<file path="src/rtl/cpu_types_pkg.sv">
// Shared CPU datapath types: machine word, RAM port state,
// and the memory responder's sequencing states.
package cpu_types_pkg;

    localparam int WORD_W = 32;

    typedef logic [WORD_W-1:0] word_t;

    typedef enum logic [1:0] {
        FREE,
        BUSY,
        ACCESS,
        ERROR
    } ramstate_t;

    typedef enum logic [1:0] {
        IDLE,
        DREQ,
        IREQ,
        DONE
    } resp_state_t;

endpackage

</file>
<file path="src/rtl/mem_responder.sv">
// Memory-side responder: arbitrates fetch and data requests onto
// one RAM port (data first) and returns ihit/dhit pulses.
module mem_responder
    import cpu_types_pkg::*;
#(
    parameter int TIMEOUT = 255
) (
    input  logic      CLK,
    input  logic      RST,
    input  logic      imemREN,
    input  word_t     imemaddr,
    input  logic      dmemREN,
    input  logic      dmemWEN,
    input  word_t     dmemaddr,
    input  word_t     dmemstore,
    output logic      ihit,
    output word_t     imemload,
    output logic      dhit,
    output word_t     dmemload,
    output logic      err,
    output logic      ramREN,
    output logic      ramWEN,
    output word_t     ramaddr,
    output word_t     ramstore,
    input  word_t     ramload,
    input  ramstate_t ramstate
);

    localparam int CW = $clog2(TIMEOUT + 1);
    localparam logic [CW-1:0] CNT_LAST = CW'(TIMEOUT - 1);
    localparam logic [CW-1:0] CNT_MAX  = {CW{1'b1}};

    resp_state_t   state;
    logic [CW-1:0] cnt;
    logic          wen_q;
    logic          timed_out;

    assign timed_out = (cnt == CNT_LAST);

    // Request sequencer; every output is a register so the RAM
    // strobes and hit pulses are glitch-free and drop with RST.
    always_ff @(posedge CLK or posedge RST) begin
        if (RST) begin
            state    <= IDLE;
            cnt      <= '0;
            wen_q    <= 1'b0;
            ihit     <= 1'b0;
            dhit     <= 1'b0;
            err      <= 1'b0;
            imemload <= '0;
            dmemload <= '0;
            ramREN   <= 1'b0;
            ramWEN   <= 1'b0;
            ramaddr  <= '0;
            ramstore <= '0;
        end else begin
            unique case (state)
                IDLE: begin
                    if (dmemREN || dmemWEN) begin
                        state    <= DREQ;
                        cnt      <= '0;
                        wen_q    <= dmemWEN;
                        ramaddr  <= dmemaddr;
                        ramstore <= dmemstore;
                        ramWEN   <= dmemWEN;
                        ramREN   <= ~dmemWEN;
                    end else if (imemREN) begin
                        state   <= IREQ;
                        cnt     <= '0;
                        wen_q   <= 1'b0;
                        ramaddr <= imemaddr;
                        ramREN  <= 1'b1;
                        ramWEN  <= 1'b0;
                    end
                end
                DREQ, IREQ: begin
                    if (cnt != CNT_MAX) begin
                        cnt <= cnt + 1'b1;
                    end
                    if (ramstate == ACCESS) begin
                        state  <= DONE;
                        ramREN <= 1'b0;
                        ramWEN <= 1'b0;
                        if (state == IREQ) begin
                            ihit     <= 1'b1;
                            imemload <= ramload;
                        end else begin
                            dhit <= 1'b1;
                            if (!wen_q) begin
                                dmemload <= ramload;
                            end
                        end
                    end else if (ramstate == ERROR || timed_out) begin
                        state  <= DONE;
                        ramREN <= 1'b0;
                        ramWEN <= 1'b0;
                        err    <= 1'b1;
                        ihit   <= (state == IREQ);
                        dhit   <= (state == DREQ);
                    end
                end
                DONE: begin
                    state <= IDLE;
                    ihit  <= 1'b0;
                    dhit  <= 1'b0;
                    err   <= 1'b0;
                end
                default: begin
                    state <= IDLE;
                end
            endcase
        end
    end

endmodule
</file>
<file path="config.mk">
export PLATFORM = sky130hd
export DESIGN_NAME = mem_responder
export DESIGN_NICKNAME = d
export VERILOG_FILES = /design/src/rtl/cpu_types_pkg.sv /design/src/rtl/mem_responder.sv
export SDC_FILE = /design/constraint.sdc
export NUM_CORES = 1
export LEC_CHECK = 0
export ABC_AREA = 1
export BUFFER_PORTS_ARGS = -buffer_cell sky130_fd_sc_hd__clkbuf_2
export CAP_MARGIN = 0
export CORE_UTILIZATION = 49
export CTS_BUF_LIST = sky130_fd_sc_hd__clkbuf_4
export DETAILED_ROUTE_END_ITERATION = 8
export PLACE_DENSITY = 0.82
export SYNTH_ARGS = -nofsm -noshare
export SYNTH_HDL_FRONTEND = slang
export SYNTH_SLANG_ARGS = --single-unit
</file>
<file path="constraint.sdc">
create_clock -name CLK -period 5.6 [get_ports CLK]
set_clock_uncertainty 0.05 [all_clocks]
set_input_delay 0.56 -clock CLK [delete_from_list [all_inputs] [get_ports CLK]]
set_output_delay 0.56 -clock CLK [all_outputs]
set_load 0.02 [all_outputs]
</file>
==> results.json, run 1 <==
{
  "wl_um": 14500,
  "synth_warnings": 0,
  "worst_slew_pin_slew_ns": 1.11,
  "drive_above_1_share": 0.381,
  "placed_cell_area_um2": 7510,
  "arrival_ns": 3.00,
  "drv_slew": 0,
  "hold_violations": 0,
  "crit_chain": "inv_1 > ha_1 > nand3_2 > o21ai_0",
  "dr.pass1.iters": 4,
  "final_cell_area_um2": 7810,
  "synth_cell_types": 25,
  "cts_resized": 0,
  "grt_pass1_vias": 4777,
  "critPathBufInv": 1,
  "track_usage": 0.234,
  "port_buffers": 267,
  "crit_slowest_cell": "nand3_2",
  "syn-cell-area_um2": 6110,
  "die-area_um2": 12900,
  "relSlewSlack": 0.255,
  "ys_seq_area_frac": 0.589,
  "required_ns": 5.96,
  "cts.clk_slew.worst_paths_ns": 0.13,
  "nets": 1027,
  "globalRoute.totalOverflow": 0,
  "detailed_place_hpwl_um": 10600,
  "final_cell_mix": "clkbuf_2, nand2_1, dfrtp_1, o21ai_0, inv_1",
  "final.fill_count": 1002,
  "die_x_um": 114,
  "path_depth": 4,
  "fin_crit_ns": 2.64,
  "design.core.area_um2": 12100,
  "route.detailed.drc": 0,
  "htree_levels": 4,
  "status": "complete, no violations",
  "end_kind": "flip-flop",
  "crit_fanout": 65,
  "vias_per_cell": 4.75,
  "grt_setup_unrepaired": "no",
  "layout_commonest_cell": "clkbuf_2",
  "tns_ns": 0,
  "gp_congestion": 0.786,
  "synthArstFlopShare": 1.00,
  "numCtsBuffers": 17,
  "power_density_nw_per_um2": 596,
  "ios": 268,
  "total_power_w": 0.00465,
  "hold_path.class": "input port to async pin",
  "cts_num_sinks": 144,
  "critical_path_class": "flip-flop to flip-flop",
  "area_growth_pct": 27.7,
  "cts-root-buf": "clkbuf_4",
  "worst_slack_ns": 2.96,
  "max_freq_mhz": 378,
  "synth_cells": 630,
  "ir_drop_mv": 0.342,
  "syn_nets": 770,
  "synthFlopType": "dfrtp_1",
  "synth_edf_count": 0,
  "avgRoutedWirePerCell_um": 13.5,
  "cpPeakStageDelay_ns": 0.90,
  "cts_buffer_depth": 2,
  "ant_nets": 0,
  "antenna_found_initial": 0,
  "finalCritPeriodShare": 0.472,
  "utilization": 0.647,
  "yosys_register_bits": 144,
  "critical_path.top_delay_family": "simple AND/OR/NAND/NOR gates",
  "via_count": 5074,
  "cts_tree": "yes",
  "p_leak_nw": 4.31,
  "drtIter0Drc": 306,
  "avgSynthCellArea_um2": 9.70,
  "holdBufCountCts": 0,
  "rows": 40,
  "die_y_um": 114,
  "start_util": 0.507,
  "diodes": 0,
  "grt_pass1_wl_um": 23100,
  "ff2ff_path_depth": 4,
  "drv_cap": 0,
  "place_ws_ns": 2.64,
  "worstSkewPairLatency_ns": 0.53,
  "setup_viol": 0,
  "cts_setup_buffers": 0,
  "grt_start_max_net_pins": 89,
  "start_kind": "flip-flop"
}
==> power breakdown <==
part | total [W] | switching (W) | leakage, nW | internal, W
registers | 0.00179 | 0.000282 | 1.76 | 0.00151
clock network | 0.000687 | 0.000361 | 0.157 | 0.000326
logic | 0.00217 | 0.00136 | 2.39 | 0.000811
total | 0.00465 | 0.00200 | 4.31 | 0.00265
==> sequential cells by signal (all words and copies together) (netlist names), 2 cells and up <==
register	cells
ramstore	32
cnt	8
ramaddr	32
dmemload	32
imemload	32
state	2
==> cell families (layout without fill, tap and decap cells) <==
| group | Yosys count | after routing | share of synthesized area |
|---|---|---|---|
| and+or+nand+nor | 255 | 255 | 0.164 |
| xor gates and xnor gates | 2 | 2 | 0.00287 |
| DFF | 144 | 144 | 0.589 |
| adders and majority gates | 5 | 5 | 0.0102 |
| buffers and inverters | 83 | 353 | 0.0606 |
| AOI/OAI and AO/OA | 109 | 109 | 0.0962 |
| muxes | 32 | 32 | 0.0767 |
==> through the flow <==
step,hold slack (ns),std cells
after detailed placement,0.414,1036
after floorplan,0.446,630
final,0.119,1068
after CTS,0.0989,1068
after global routing,0.114,1068
after global placement,0.408,1036
==> metal layers <==
layer	global-route usage	routed length (um)
met3	0.0792	991
met2	0.395	7170
met1	0.273	6010
met4	0.0956	301
met5	0	0
==> cell type report <==
cell class	count	area [um^2]	share of cell area
clock buffers	21	158	0.0202
clock inverters	11	140	0.0179
inverters	52	200	0.0256
multi-input cells	403	2140	0.275
flip-flops and latches	144	3600	0.462
well taps	168	210	0.0269
repair buffers	269	1350	0.173
==> final timing paths <==
check	from	endpoint	slack (ns)
min in group CLK	ramload[17]	dmemload[17]	0.19
worst min-delay path	RST	imemload[16]	0.12
worst max register to register	state[0]	imemload[18]	2.96
worst max-delay path	state[0]	imemload[18]	2.96
worst min register to register	ihit	ihit	0.44
max in group asynchronous	RST	ramstore[14]	4.14
==> synth_stat cells (2+ instances only) <==
cell type / number / area (um^2)
a31oi_1: 32 / 200
buf_2: 11 / 55.1
buf_4: 4 / 30.0
buf_6: 4 / 45.0
clkbuf_1: 11 / 41.3
dfrtp_1: 144 / 3600
ha_1: 5 / 62.6
inv_1: 50 / 188
inv_2: 2 / 7.51
mux2_2: 3 / 33.8
mux2_4: 29 / 435
nand2_1: 188 / 706
nand2_2: 4 / 25.0
nand3_1: 15 / 75.1
nor2_1: 44 / 165
o21ai_0: 53 / 265
o21ai_1: 22 / 110
xor2_1: 2 / 17.5
Power figures use the tool's default switching activity.
==> inputs of run 2 (changes only) <==
CORE_UTILIZATION = 44   (was 49)
PLACE_DENSITY = 0.78   (was 0.82)
clock period = 2.3 ns   (was 5.6 ns; I/O delays follow)
==> run 2 against run 1 <==
- critical path depth grew 4
- combinational power grew to 3.0 times the previous value
- sequential power grew 150%
- worst hold slack lost 0.040 ns
- clock power grew 100%
- register-to-register slack lost 2.8 ns
- sequential share of layout area shrank 7.1 points
- utilization grew 4.1 points
- first-iteration DRC count grew 43%
- worst setup slack lost 2.8 ns
- die area grew 11%
- cell area grew 18%
- critical endpoint is now ramaddr[19]
==> results.json, run 2 (synthesized netlist as in run 1, its figures left out) <==
{
  "via_count": 6038,
  "track_usage": 0.269,
  "ios": 268,
  "critical_path.top_delay_family": "buffers and inverters",
  "numCtsBuffers": 17,
  "critPathBufInv": 4,
  "fin_crit_ns": 2.19,
  "p_clk_frac": 0.115,
  "crit_slowest_cell": "dlygate4sd3_1",
  "critical_path_class": "flip-flop to flip-flop",
  "grt_pass1_wl_um": 30000,
  "finalCritPeriodShare": 0.953,
  "multi_input_area_um2": 2150,
  "area_growth_pct": 50.9,
  "rows": 42,
  "die-area_um2": 14400,
  "arrival_ns": 2.60,
  "required_ns": 2.71,
  "route.detailed.drc": 0,
  "end_kind": "flip-flop",
  "cts-root-buf": "clkbuf_4",
  "drv_slew": 0,
  "utilization": 0.689,
  "drv_cap": 0,
  "p_int_w": 0.00695,
  "die_x_um": 120,
  "start_util": 0.456,
  "regArea_um2": 3600,
  "cts.clk_slew.worst_paths_ns": 0.12,
  "wl_um": 19000,
  "vias_per_cell": 4.98,
  "grt_pass1_vias": 6204,
  "relSlewSlack": 0.724,
  "dr.pass1.iters": 5,
  "hold_path.class": "input port to flip-flop",
  "crit_chain": "inv_1 > ha_2 > nand2_1 > inv_2 > buf_12 > nor2_1 > a31oi_1 > dlygate4sd3_1",
  "design.core.area_um2": 13400,
  "total_power_w": 0.0122,
  "rr_startpoint": "state[0]",
  "power_density_nw_per_um2": 1320,
  "die_y_um": 120,
  "start_kind": "flip-flop",
  "hold_violations": 0,
  "worst_slew_pin_slew_ns": 0.414,
  "p_leak_nw": 4.89,
  "cts_setup_buffers": 0,
  "detailed_place_hpwl_um": 10800,
  "ir_drop_mv": 0.905,
  "cpPeakStageDelay_ns": 0.61,
  "worst_slack_ns": 0.108,
  "nets": 1166,
  "tns_ns": 0,
  "antenna_found_initial": 0,
  "grt_start_max_net_pins": 75,
  "status": "complete, no violations",
  "min_from": "imemREN",
  "htree_levels": 4,
  "avgRoutedWirePerCell_um": 15.6,
  "max_freq_mhz": 456,
  "layout_commonest_cell": "clkbuf_2",
  "seq_power_share": 0.360,
  "p_comb_frac": 0.526,
  "cts_num_sinks": 144,
  "final_cell_mix": "clkbuf_2, nand2_1, dfrtp_1, dlygate4sd3_1, o21ai_0",
  "diodes": 0,
  "crit_fanout": 17,
  "drive_above_1_share": 0.337,
  "worstSkewPairLatency_ns": 0.51,
  "place_ws_ns": 0.279,
  "gp_congestion": 0.788,
  "setup_viol": 0,
  "p_sw_w": 0.00527,
  "globalRoute.totalOverflow": 0,
  "cts_buffer_depth": 2,
  "grt_setup_unrepaired": "no",
  "cts_tree": "yes",
  "ant_nets": 0,
  "port_buffers": 267,
  "drtIter0Drc": 439,
  "sw_frac_of_total": 0.431,
  "startpoint": "state[0]",
  "final.fill_count": 942
}
-- run 2: final cells by class --
cell class / instances / area share
sequential: 144 / 0.391
multi-input combinational: 403 / 0.233
inverter: 52 / 0.0216
clock buffer: 21 / 0.0171
timing repair buffer: 408 / 0.307
tap: 176 / 0.0239
clock inverter: 9 / 0.00759
-- run 2: layer usage --
metal,GRT usage,share of wire,up-vias
met5,0,0,-
met4,0.137,0.042,0
met3,0.0760,0.083,72
met2,0.458,0.50,351
met1,0.308,0.38,2786
li1,-,-,2829
-- run 2: final timing paths --
kind,to,slack (ns),cells past startpoint
min in group asynchronous,ramstore[7],0.18,3
worst min-delay path,state[0],0.08,5
max in group asynchronous,imemload[11],1.31,4
worst max register to register,ramaddr[19],0.11,8
worst min register to register,ihit,0.43,2
worst max-delay path,ramaddr[19],0.11,8
-- run 2: what timing repair did --
action	in CTS	in global routing
endpoints found under the setup margin	0	27
hold buffers	130	0
hold endpoints to repair	274	0
gates resized for setup	0	1
-- run 2: worst reg2reg max path: cells and delay by family (launching register included) --
family          cells  cell delay (ns)
simple gates        2             0.16
fa+ha+maj           1             0.24
flops               1             0.44
buf+inv             4             1.05
compound gates      1             0.19
-- run 2: through the flow --
step           hold WS (ns)  cells  cell area, um^2
3_3_place_gp          0.176   1051             7650
5_1_grt              0.0576   1213             9230
4_1_cts              0.0210   1211             9180
3_5_place_dp          0.172   1051             7650
2_1_floorplan         0.307    630             6120
6_report             0.0793   1213             9230
-- run 2: power by group through the flow --
stage	Clock, W	Combinational [W]	Sequential (W)
CTS	0.00142	0.00614	0.00434
detailed placement	0	0.00547	0.00438
finish	0.00140	0.00643	0.00440
global placement	0	0.00535	0.00435
global route	0.00154	0.00693	0.00453
floorplan	0	0.00238	0.00566
